`config.mk`:
```
export PLATFORM = sky130hd
export DESIGN_NAME = vx_muldiv_arb
export DESIGN_NICKNAME = d
export VERILOG_FILES = /design/src/rtl/vx_muldiv_arb_pkg.sv /design/src/rtl/vx_muldiv_arb_rr.sv /design/src/rtl/vx_muldiv_arb.sv
export SDC_FILE = /design/constraint.sdc
export NUM_CORES = 1
export LEC_CHECK = 0
export CORE_AREA = 4 4 383 385
export CTS_BUF_LIST = sky130_fd_sc_hd__clkbuf_8
export DETAILED_ROUTE_END_ITERATION = 10
export DIE_AREA = 0 0 387 389
export DONT_BUFFER_PORTS = 1
export PLACE_DENSITY_LB_ADDON = 0.15
export SLEW_MARGIN = 30
export SYNTH_ARGS = -nofsm -noshare
export SYNTH_HDL_FRONTEND = slang
export SYNTH_SLANG_ARGS = --single-unit
```
`constraint.sdc`:
```
create_clock -name clk -period 3.9 [get_ports clk]
set_input_delay 0.585 -clock clk [delete_from_list [all_inputs] [get_ports clk]]
set_output_delay 0.585 -clock clk [all_outputs]
set_load 0.02 [all_outputs]
```
`src/rtl/vx_muldiv_arb_pkg.sv`:
```
// Shared constants and helpers for the muldiv request arbiter.
package vx_muldiv_arb_pkg;

  localparam int unsigned PERF_CNT_W = 32;

  // Index width for n requesters, never narrower than one bit.
  function automatic int unsigned req_bits(input int unsigned n);
    return (n > 1) ? $clog2(n) : 1;
  endfunction

endpackage

```
`src/rtl/vx_muldiv_arb_rr.sv`:
```
// Round-robin core: eligibility mask, rr_ptr and one-hot grant.
// The search starts one past the last grant and wraps to index 0.
module vx_muldiv_arb_rr #(
  parameter int unsigned NUM_REQS = 4,
  parameter int unsigned REQ_BITS = 2
) (
  input  logic                clk,
  input  logic                reset,
  input  logic [NUM_REQS-1:0] req_valid,
  input  logic [NUM_REQS-1:0] credit_ok,
  input  logic                advance,
  output logic                grant_valid_c,
  output logic [REQ_BITS-1:0] grant_idx_c,
  output logic [NUM_REQS-1:0] grant_onehot_c
);

  logic [NUM_REQS-1:0] eligible_c;
  logic [REQ_BITS-1:0] rr_ptr;

  assign eligible_c = req_valid & credit_ok;

  // First eligible requester after rr_ptr, in circular order.
  always_comb begin
    int unsigned idx;
    idx           = 0;
    grant_valid_c = 1'b0;
    grant_idx_c   = '0;
    for (int unsigned k = 1; k <= NUM_REQS; k++) begin
      idx = (32'(rr_ptr) + k) % NUM_REQS;
      if (!grant_valid_c && eligible_c[idx]) begin
        grant_valid_c = 1'b1;
        grant_idx_c   = REQ_BITS'(idx);
      end
    end
  end

  assign grant_onehot_c = grant_valid_c ? (NUM_REQS'(1) << grant_idx_c) : '0;

  always_ff @(posedge clk) begin
    if (!reset) begin
      rr_ptr <= REQ_BITS'(NUM_REQS - 1);
    end else if (advance) begin
      rr_ptr <= grant_idx_c;
    end
  end

endmodule

```
`src/rtl/vx_muldiv_arb.sv`:
```
// Arbitrates NUM_REQS requesters onto one muldiv unit with per-requester credits.
// Optional MULDIV_ARB_PERF_EN adds per-requester stall cycle counters.
module vx_muldiv_arb
  import vx_muldiv_arb_pkg::*;
#(
  parameter int unsigned NUM_REQS    = 4,
  parameter int unsigned REQ_DATAW   = 128,
  parameter int unsigned RSP_DATAW   = 64,
  parameter int unsigned MAX_PENDING = 4,
  localparam int unsigned REQ_BITS   = req_bits(NUM_REQS)
) (
  input  logic                          clk,
  input  logic                          reset,
  input  logic [NUM_REQS-1:0]           req_valid,
  input  logic [NUM_REQS*REQ_DATAW-1:0] req_data,
  output logic [NUM_REQS-1:0]           req_ready,
  output logic                          unit_valid,
  output logic [REQ_DATAW-1:0]          unit_data,
  output logic [REQ_BITS-1:0]           unit_sel,
  input  logic                          unit_ready,
  input  logic                          unit_rsp_valid,
  input  logic [REQ_BITS-1:0]           unit_rsp_sel,
  input  logic [RSP_DATAW-1:0]          unit_rsp_data,
  output logic                          unit_rsp_ready,
  output logic [NUM_REQS-1:0]           rsp_valid,
  output logic [NUM_REQS*RSP_DATAW-1:0] rsp_data,
  input  logic [NUM_REQS-1:0]           rsp_ready
`ifdef MULDIV_ARB_PERF_EN
  ,
  output logic [NUM_REQS*PERF_CNT_W-1:0] perf_stall_cycles
`endif
);

  localparam int unsigned CNT_W = $clog2(MAX_PENDING + 1);

  logic [CNT_W-1:0]     pending_cnt [NUM_REQS];
  logic [REQ_DATAW-1:0] req_arr_c   [NUM_REQS];
  logic [NUM_REQS-1:0]  credit_ok_c;
  logic [NUM_REQS-1:0]  inc_c;
  logic [NUM_REQS-1:0]  dec_c;
  logic                 grant_valid_c;
  logic [REQ_BITS-1:0]  grant_idx_c;
  logic [NUM_REQS-1:0]  grant_onehot_c;
  logic                 load_c;
  logic                 take_c;

  always_comb begin
    for (int i = 0; i < NUM_REQS; i++) begin
      req_arr_c[i]   = req_data[i*REQ_DATAW +: REQ_DATAW];
      credit_ok_c[i] = pending_cnt[i] < CNT_W'(MAX_PENDING);
    end
  end

  vx_muldiv_arb_rr #(
    .NUM_REQS (NUM_REQS),
    .REQ_BITS (REQ_BITS)
  ) u_rr (
    .clk            (clk),
    .reset          (reset),
    .req_valid      (req_valid),
    .credit_ok      (credit_ok_c),
    .advance        (take_c),
    .grant_valid_c  (grant_valid_c),
    .grant_idx_c    (grant_idx_c),
    .grant_onehot_c (grant_onehot_c)
  );

  // Output stage refills when empty or draining; nothing is accepted in reset.
  assign load_c    = !unit_valid || unit_ready;
  assign take_c    = reset && load_c && grant_valid_c;
  assign req_ready = take_c ? grant_onehot_c : '0;

  always_ff @(posedge clk) begin
    if (!reset) begin
      unit_valid <= 1'b0;
    end else if (load_c) begin
      unit_valid <= grant_valid_c;
    end
  end

  always_ff @(posedge clk) begin
    if (take_c) begin
      unit_data <= req_arr_c[grant_idx_c];
      unit_sel  <= grant_idx_c;
    end
  end

  // Response demux: routed purely by the returned requester index.
  always_comb begin
    unit_rsp_ready = 1'b0;
    for (int i = 0; i < NUM_REQS; i++) begin
      rsp_valid[i] = unit_rsp_valid && (unit_rsp_sel == REQ_BITS'(i));
      if (unit_rsp_sel == REQ_BITS'(i)) begin
        unit_rsp_ready = rsp_ready[i];
      end
    end
  end

  assign rsp_data = {NUM_REQS{unit_rsp_data}};
  assign inc_c    = req_valid & req_ready;
  assign dec_c    = rsp_valid & rsp_ready;

  // Credit counters; a simultaneous issue and retire cancel out.
  always_ff @(posedge clk) begin
    if (!reset) begin
      for (int i = 0; i < NUM_REQS; i++) pending_cnt[i] <= '0;
    end else begin
      for (int i = 0; i < NUM_REQS; i++) begin
        if (inc_c[i] && !dec_c[i]) begin
          pending_cnt[i] <= pending_cnt[i] + CNT_W'(1);
        end else if (dec_c[i] && !inc_c[i] && pending_cnt[i] != '0) begin
          pending_cnt[i] <= pending_cnt[i] - CNT_W'(1);
        end
      end
    end
  end

  for (genvar g = 0; g < NUM_REQS; g++) begin : g_chk
    a_rsp_no_credit: assert property (@(posedge clk) disable iff (!reset)
      !(rsp_valid[g] && pending_cnt[g] == '0));
  end

`ifdef MULDIV_ARB_PERF_EN
  always_ff @(posedge clk) begin
    if (!reset) begin
      perf_stall_cycles <= '0;
    end else begin
      for (int i = 0; i < NUM_REQS; i++) begin
        if (req_valid[i] && !req_ready[i]) begin
          perf_stall_cycles[i*PERF_CNT_W +: PERF_CNT_W] <=
            perf_stall_cycles[i*PERF_CNT_W +: PERF_CNT_W] + PERF_CNT_W'(1);
        end
      end
    end
  end
`endif

endmodule

```
## Yosys cells after proc, flatten, opt, wreduce, memory -nomap -nowiden

Memories as Yosys holds them, arrays and structs flattened.
Cells that the tools add are included.

| word-level totals | value |
|---|---|
| flip-flop bits (word level) | 133 |
| bits in writable memories | 12 |
| memories kept | 1 |
| bits of input ports | 590 |
| output and inout port bits | 396 |

| operators by class | value |
|---|---|
| equal/unequal tests | 3 |
| shifts and indexed selects | 1 |
| bitwise gates (word level) | 12 |
| reductions and logical operators | 39 |
| $add $sub $neg | 12 |
| $lt $le $gt $ge | 9 |
| multiplexer cells | 62 |

Memories:

| memory | depth | width | rd ports | clocked after Yosys merged registers in | write ports | RTL line | text |
|---|---|---|---|---|---|---|---|
| pending_cnt | 4 | 3 | 4 | 0 | 4 | vx_muldiv_arb.sv:36 | `logic [CNT_W-1:0] pending_cnt [NUM_REQS];` |

Operator list:

| kind | number |
|---|---|
| binary-select mux 128 bit (select 2 bit) | 1 |
| two-way mux 128 bit | 2 |
| two-way mux 1 bit | 41 |
| two-way mux 3 bit | 8 |
| logical AND 1 bit | 21 |
| adder 3 x 1 -> 3 bit, second input constant | 4 |
| bitwise AND 4 bit | 3 |
| logical NOT 1 bit | 12 |
| less-than comparator 2 x 3 -> 1 bit, second input constant | 4 |
| less-than comparator 3 bit, second input constant | 4 |
| nonzero test 3 bit | 4 |
| subtractor 3 x 1 -> 3 bit, second input constant | 4 |
| binary-select mux 1 bit (select 2 bit) | 4 |
| two-way mux 2 bit | 4 |
| two-way mux 4 bit | 2 |
| bitwise OR 1 bit | 8 |
| adder 2 x 1 -> 2 bit, second input constant | 2 |
| adder 2 bit, second input constant | 2 |
| == test 2 bit, second input constant | 2 |
| left shift 1 x 2 -> 4 bit, first input constant | 1 |
| >= comparator 3 bit, second input constant | 1 |
| NOT 2 -> 3 bit | 1 |
| == test 2 x 1 -> 1 bit, second input constant | 1 |
| logical NOT 2 bit | 1 |
| logical OR 1 bit | 1 |

## Logic depth before layout (Yosys ltp)

Gate-level depths: netlist of run 1.

| depth | value |
|---|---|
| depth after elaboration | 26 |
| gate-level depth with buffers | 9 |
| mapped depth without buffers | 8 |

## By module

From an unflattened synthesis of run 1, not the netlist that was laid out.

| unflattened totals | value |
|---|---|
| cell total of the unflattened synthesis | 693 |
| area total of the unflattened synthesis | 10,387.5 µm² |

Modules (own cells, without submodules):

| module | cells an instance | instances | area an instance (µm²) | sequential area each (µm²) |
|---|---|---|---|---|
| vx_muldiv_arb | 648 | 1 | 10,092.2 | 4,284.1 |
| vx_muldiv_arb_rr | 45 | 1 | 295.3 | 40.0 |

## Worst setup path before layout of run 1

Ideal clock, no wire load.

| path | value |
|---|---|
| kind | in2out |
| from | in reset |
| to | out req_ready[0] |
| slack | 0.093 ns |
| buffers on the path | 1 |
| data arrival time | 3.222 ns |
| stages | 5 |
| path through | clkbuf_1 -> nand3_1 -> inv_2 -> nand2_1 -> nor2_1 |

| on the way | value |
|---|---|
| cells in the longest elaborated chain, start to end | 3 |

RTL lines:

| element | RTL line | text |
|---|---|---|
| start: declaration | vx_muldiv_arb.sv:13 | `input logic reset,` |
| logical AND 1 bit (2 in a row) | vx_muldiv_arb.sv:70 | `assign take_c = reset && load_c && grant_valid_c;` |
| via take_c | vx_muldiv_arb.sv:45 | `logic take_c;` |
| two-way mux 4 bit | vx_muldiv_arb.sv:71 | `assign req_ready = take_c ? grant_onehot_c : '0;` |
| end: declaration | vx_muldiv_arb.sv:16 | `output logic [NUM_REQS-1:0] req_ready,` |

The timed path passes the listed nets, and every way through them passes these cells.

==> results.cfg, run 1 <==
[status]
status = completed

[logic_synthesis]
avgSynthCellArea_um2 = 12.1
synth_nets = 1520
yosysSeqAreaShare = 0.387
netlist_area_mm2 = 0.0112
synth_cells = 924
ys_types = 39
synth.yosys.warnings = 0
ys_ff_latch = 145

[hold_path]
hold_class = in2reg

[clock_network]
root_buffer = clkbuf_8
path_clk_slew_ns = 0.12
cts_tree = yes
clock_sinks = 145
clkLatencyLatePin_ns = 0.59
h-tree-depth = 4
numCtsBuffers = 17
cts_resized = 0
postCtsSetupBuffers = 0
clockBufferDepth = 2
cts_hold_buf = 1

[route]
drc_errors = 0
viasPerCell = 2.33
drt-pass1-iter-count = 4
wirelength_um = 56900
vias = 6031
drt.antenna.violating_nets = 0
drtIter0Drc = 198
routedWlPerCell_um = 22.0

[final_layout]
area_growth_pct = 6.17
layout_common_cells = mux2i_1 (389), edfxtp_1 (142), clkbuf_8 (17), buf_4 (17)
fin_nets = 1260
final_layout_size_suffix_gt1_frac = 0.0931
final_common_cell = mux2i_1
stdcell_area_mm2 = 0.0118

[timing]
setup_viol = 0
hold_viol_final = 0
fmax_mhz = 288
rsz0062_at_grt = no
worst_pin_slew_ns = 0.753
min_period_over_period = 0.890
finalCriticalPeriod_ns = 3.47
slew_headroom = 0.498
drv_slew = 0
fin_skew_ns = 0.0241
setup_tns_ns = 0

[power_and_ir_drop]
p_leak_nw = 3.99
irDropWorstVdd_uv = 248
p_clk_frac = 0.234
swShare = 0.408
p_seq_frac = 0.449
power.internal_mw = 3.38
p_sw_mw = 2.33
power.density_mw_per_mm2 = 481
p_comb_frac = 0.316

[setup_path]
cp-start-kind = flip-flop
worstPathCellList = nand2b_1 -> a221oi_2 -> o21a_4 -> buf_12 -> buf_4 -> nor2_1 -> buf_4
critPathSlowestCell = edfxtp_1
crit_required_ns = 3.31
end_kind = primary output
path_class = reg2out
arrival_ns = 2.89
crit_fanout = 67
path_common_cell = buf_4
cp_slowest_stage_delay_ns = 0.44

[floorplanning]
io_pins = 986
start_util = 0.0780
num_rows = 139
dieHeight_um = 389
core_area_mm2 = 0.143
die_w_um = 387
die_area_mm2 = 0.151

[placement]
place_area_mm2 = 0.0114
io_buffers = 0
gp_congestion = 0.726
hpwlAfterDp_um = 47900

[global_routing]
grt_pass1_wl_um = 70800
antenna_found_initial = 9
grt_max_degree = 80
overflow = 0
grt_pass1_vias = 6833
grt_usage = 0.0721

[flow_run]
cap_violations = 0
worst max-delay path, delay by kind of cell, from the launching register on:
family / cells / cell delay, ns
buffers and inverters: 3 / 0.84
AO/OA/AOI/OAI: 2 / 0.59
flip-flops: 1 / 0.44
AND/OR/NAND/NOR: 2 / 0.33
area by class of cell:
| cell class | count | area, µm² |
|---|---|---|
| antenna | 6 | 15.0 |
| clock buffer | 17 | 234 |
| clock inverter | 15 | 144 |
| fill | 16500 | 131000 |
| inverter | 14 | 65.1 |
| multi-input combinational | 464 | 4470 |
| sequential | 145 | 4320 |
| tap | 1903 | 2380 |
| timing repair buffer | 22 | 218 |
synthesized netlist by cell type:
library cell / n / area, µm²
and2_1: 1 / 6.26
dfxtp_1: 3 / 60.1
ha_1: 3 / 37.5
o31a_1: 1 / 8.76
buf_12: 1 / 20.0
buf_6: 20 / 225
nor3b_1: 1 / 7.51
a311o_1: 4 / 40.0
nand2b_4: 1 / 13.8
buf_4: 270 / 2030
xor2_1: 2 / 17.5
and3_1: 1 / 6.26
inv_1: 11 / 41.3
mux4_2: 1 / 22.5
edfxtp_1: 142 / 4260
nand3_1: 5 / 25.0
o211ai_1: 1 / 7.51
nor3_1: 3 / 15.0
nor2_1: 5 / 18.8
nand4_1: 4 / 25.0
a41oi_1: 1 / 8.76
o31ai_1: 4 / 30.0
a221oi_2: 2 / 30.0
nor3_2: 1 / 10.0
o21a_2: 1 / 8.76
a31oi_1: 1 / 6.26
fa_1: 3 / 60.1
nor2b_1: 2 / 12.5
nand4_2: 1 / 12.5
xnor2_1: 3 / 26.3
buf_2: 9 / 45.0
nand2_1: 11 / 41.3
mux2i_1: 389 / 3890
clkinv_2: 1 / 5.00
nor2b_2: 1 / 8.76
inv_2: 2 / 7.51
clkbuf_1: 1 / 3.75
nand2b_1: 4 / 25.0
a21oi_1: 7 / 35.0
worst paths after layout:
kind	startpoint	to	slack, ns	cells after the start
max	pending_cnt[0][2]$_SDFFCE_PN0P_	req_ready[1]	0.43	7
min	req_data[250]	unit_data[122]$_DFFE_PP_	0.27	2
max reg2reg	pending_cnt[3][2]$_DFFE_PP_	unit_data[125]$_DFFE_PP_	0.90	6
min reg2reg	pending_cnt[0][0]$_SDFFCE_PN0P_	pending_cnt[0][0]$_SDFFCE_PN0P_	0.60	1
power by group through the flow:
stage                     clock network [mW]  registers [mW]  logic [mW]
after floorplan                            0            2.42        1.87
after global placement                     0            2.66        1.86
after detailed placement                   0            2.64        1.90
after CTS                               1.53            2.61        1.91
after global routing                    1.56            2.59        2.01
final                                   1.34            2.56        1.80
registers in the layout, indices dropped and copies added (netlist names):
signal and cells:
unit_valid 1, pending_cnt 12, unit_data 128, u_rr.rr_ptr 2, unit_sel 2
cell families (layout without fill, tap and decap cells):
family	count (synthesis)	count (layout)	share of synthesized area
AO/OA/AOI/OAI	22	22	0.0157
XOR/XNOR	5	5	0.00392
adder cells (fa/ha/maj)	6	6	0.00875
buffers and inverters	315	68	0.213
flip-flops	145	145	0.387
multiplexers	390	390	0.351
other	0	6	0
AND/OR/NAND/NOR	41	41	0.0204
routing by layer:
metal,up-vias,share of wire,track usage
li1,2580,-,-
met1,2769,0.32,0.0645
met2,645,0.57,0.142
met3,35,0.098,0.0348
met4,2,0.018,0.0197
met5,-,0.00023,0
through the flow:
stage	power [mW]	hold WS, ns	cells	setup slack, ns	util
after floorplan	4.29	0.530	924	0.0931	-
after global placement	4.51	0.578	2547	0.779	0.0800
after detailed placement	4.54	0.575	2547	0.731	0.0800
after CTS	6.04	0.117	2580	0.154	0.0827
after global routing	6.16	0.155	2585	0.000253	0.0828
final	5.70	0.268	2586	0.428	0.0828
(Power assumes the default switching activity.)
==> run 2: changes to the inputs <==
--- a/config.mk
+++ b/config.mk
@@ -5,11 +5,12 @@
 export SDC_FILE = /design/constraint.sdc
 export NUM_CORES = 1
 export LEC_CHECK = 0
-export CORE_AREA = 4 4 383 385
+export CORE_AREA = 4 4 386 388
 export CTS_BUF_LIST = sky130_fd_sc_hd__clkbuf_8
 export DETAILED_ROUTE_END_ITERATION = 10
-export DIE_AREA = 0 0 387 389
+export DIE_AREA = 0 0 390 392
 export DONT_BUFFER_PORTS = 1
+export GPL_TIMING_DRIVEN = 0
 export PLACE_DENSITY_LB_ADDON = 0.15
 export SLEW_MARGIN = 30
 export SYNTH_ARGS = -nofsm -noshare
==> run 2 against run 1 <==
- power rose by 15%
- count of clock-buffer cells in the layout stayed put
- via count rose by 24%
- critical path depth unchanged
- final cell count is 11% higher
- clock skew is 0.010 ns lower
- first-iteration DRC count shrank 3.5%
- critical endpoint is now req_ready[0]
- largest cell class unchanged
==> results.cfg, run 2 (synthesized netlist as in run 1, its figures left out) <==
[status]
status = completed

[route]
vias = 7454
routedWlPerCell_um = 23.7
drc_errors = 0
drt.antenna.violating_nets = 0
drtIter0Drc = 191
viasPerCell = 2.59
drt-pass1-iter-count = 4
wirelength_um = 68400

[floorplanning]
core_area_mm2 = 0.145
start_util = 0.0768
io_pins = 986
dieHeight_um = 392
die_area_mm2 = 0.153
die_w_um = 390
num_rows = 140

[setup_path]
cp-start-kind = flip-flop
crit_required_ns = 3.31
arrival_ns = 2.89
r2r-end = unit_data[96]$_DFFE_PP_
crit_fanout = 36
path_class = reg2out
worstSetupStartpoint = pending_cnt[0][2]$_SDFFCE_PN0P_
regToRegSetupSlack_ns = 0.78
end_kind = primary output
r2r-start = pending_cnt[0][2]$_SDFFCE_PN0P_
r2r_cells = 7

[placement]
gp_congestion = 0.800
hpwlAfterDp_um = 57900
dpl_worst_slack_ns = 0.114
io_buffers = 0

[clock_network]
root_buffer = clkbuf_8
h-tree-depth = 4
clock_sinks = 145
numCtsBuffers = 17
cts_resized = 5
cts_tree = yes
cts_hold_buf = 0
path_clk_slew_ns = 0.09
clockBufferDepth = 2
postCtsSetupBuffers = 0
clkLatencyLatePin_ns = 0.57

[hold_path]
min_from = req_data[226]
hold_depth = 2
hold_class = in2reg
hold_end = unit_data[98]$_DFFE_PP_

[global_routing]
grt_pass1_vias = 8347
grt_usage = 0.0834
grt_pass1_wl_um = 82200
overflow = 0
grt_max_degree = 37
antenna_found_initial = 19

[power_and_ir_drop]
power.internal_mw = 3.75
power.total_mw = 6.55
power.density_mw_per_mm2 = 465
p_leak_nw = 5.38
p_seq_frac = 0.387
swShare = 0.428
p_sw_mw = 2.80
p_clk_frac = 0.209
p_comb_frac = 0.404
irDropWorstVdd_uv = 216

[timing]
worst_pin_slew_ns = 0.801
finalCriticalPeriod_ns = 3.48
drv_slew = 0
fin_skew_ns = 0.0137
min_period_over_period = 0.892
setup_viol = 0
rsz0062_at_grt = no
slew_headroom = 0.465
fin_ws_ns = 0.422
fmax_mhz = 288
hold_viol_final = 0

[final_layout]
final_layout_size_suffix_gt1_frac = 0.361
largest_reg_flops = 128
top_register = unit_data
final_common_cell = mux2i_1
layout_common_cells = mux2i_1 (389), buf_4 (270), edfxtp_1 (142)
area_growth_pct = 26.2
post-route-util = 0.0969
fin_nets = 1542
top_regs = unit_data x128, pending_cnt x12

[flow_run]
cap_violations = 0
run 2: cell types whose count changed in the layout (fill, tap and decap cells not counted), moves of 2 or more:
cell,previous run,this run
buf_6,0,20
inv_6,8,3
nor2_2,0,2
buf_2,0,9
clkinv_2,1,3
inv_8,2,0
buf_12,4,1
buf_4,17,270
bufinv_16,1,4
clkinvlp_4,2,4
nor2_1,5,3
run 2: per-stage QoR:
stage | hold slack (ns) | area [µm²] | instances | TNS (ns)
floorplan | 0.530 | 11200 | 924 | 0
global route | 0.209 | 14100 | 2882 | 0
CTS | 0.162 | 14100 | 2876 | 0
detailed placement | 0.567 | 13600 | 2842 | 0
finish | 0.297 | 14100 | 2883 | 0
global placement | 0.568 | 13600 | 2841 | -155.75
run 2: worst max path at each step:
stage / slack, ns / endpoint
after floorplan: 0.09 / req_ready[0]
after global placement: -1.92 / req_ready[0]
after detailed placement: 0.11 / req_ready[0]
after CTS: 0.10 / req_ready[0]
after global routing: 0.12 / req_ready[0]
final: 0.42 / req_ready[0]
run 2: final cells by class:
| type | instances | area (µm²) |
|---|---|---|
| inverter | 14 | 80.1 |
| multi-input combinational | 464 | 4470 |
| fill | 16700 | 131000 |
| timing repair buffer | 2 | 60.1 |
| buffer | 301 | 2320 |
| antenna | 7 | 17.5 |
| clock inverter | 15 | 168 |
| sequential | 145 | 4320 |
| tap | 1917 | 2400 |
| clock buffer | 17 | 234 |
| timing repair inverter | 1 | 8.76 |
run 2: critical path, cell delays in order (launching register included):
cell	delay, ns
edfxtp_1	0.44
nand2b_1	0.29
nand4_1	0.16
nand3_2	0.32
bufinv_16	0.44
buf_16	0.23
nand2_1	0.17
nor2_2	0.27
run 2: power by group through the flow:
stage / Sequential (mW) / Combinational, mW / Clock (mW)
2_1_floorplan: 2.42 / 1.87 / 0
3_3_place_gp: 2.63 / 2.72 / 0
3_5_place_dp: 2.61 / 2.74 / 0
4_1_cts: 2.57 / 2.78 / 1.53
5_1_grt: 2.56 / 2.85 / 1.56
6_report: 2.54 / 2.64 / 1.37
run 2: routing by layer:
layer  vias to the layer above  share of wire  track usage
met5                         -              0            0
met4                         0          0.037       0.0367
met3                        55          0.058       0.0175
met2                       602           0.56        0.166
met1                      3659           0.34       0.0820
li1                       3138              -            -
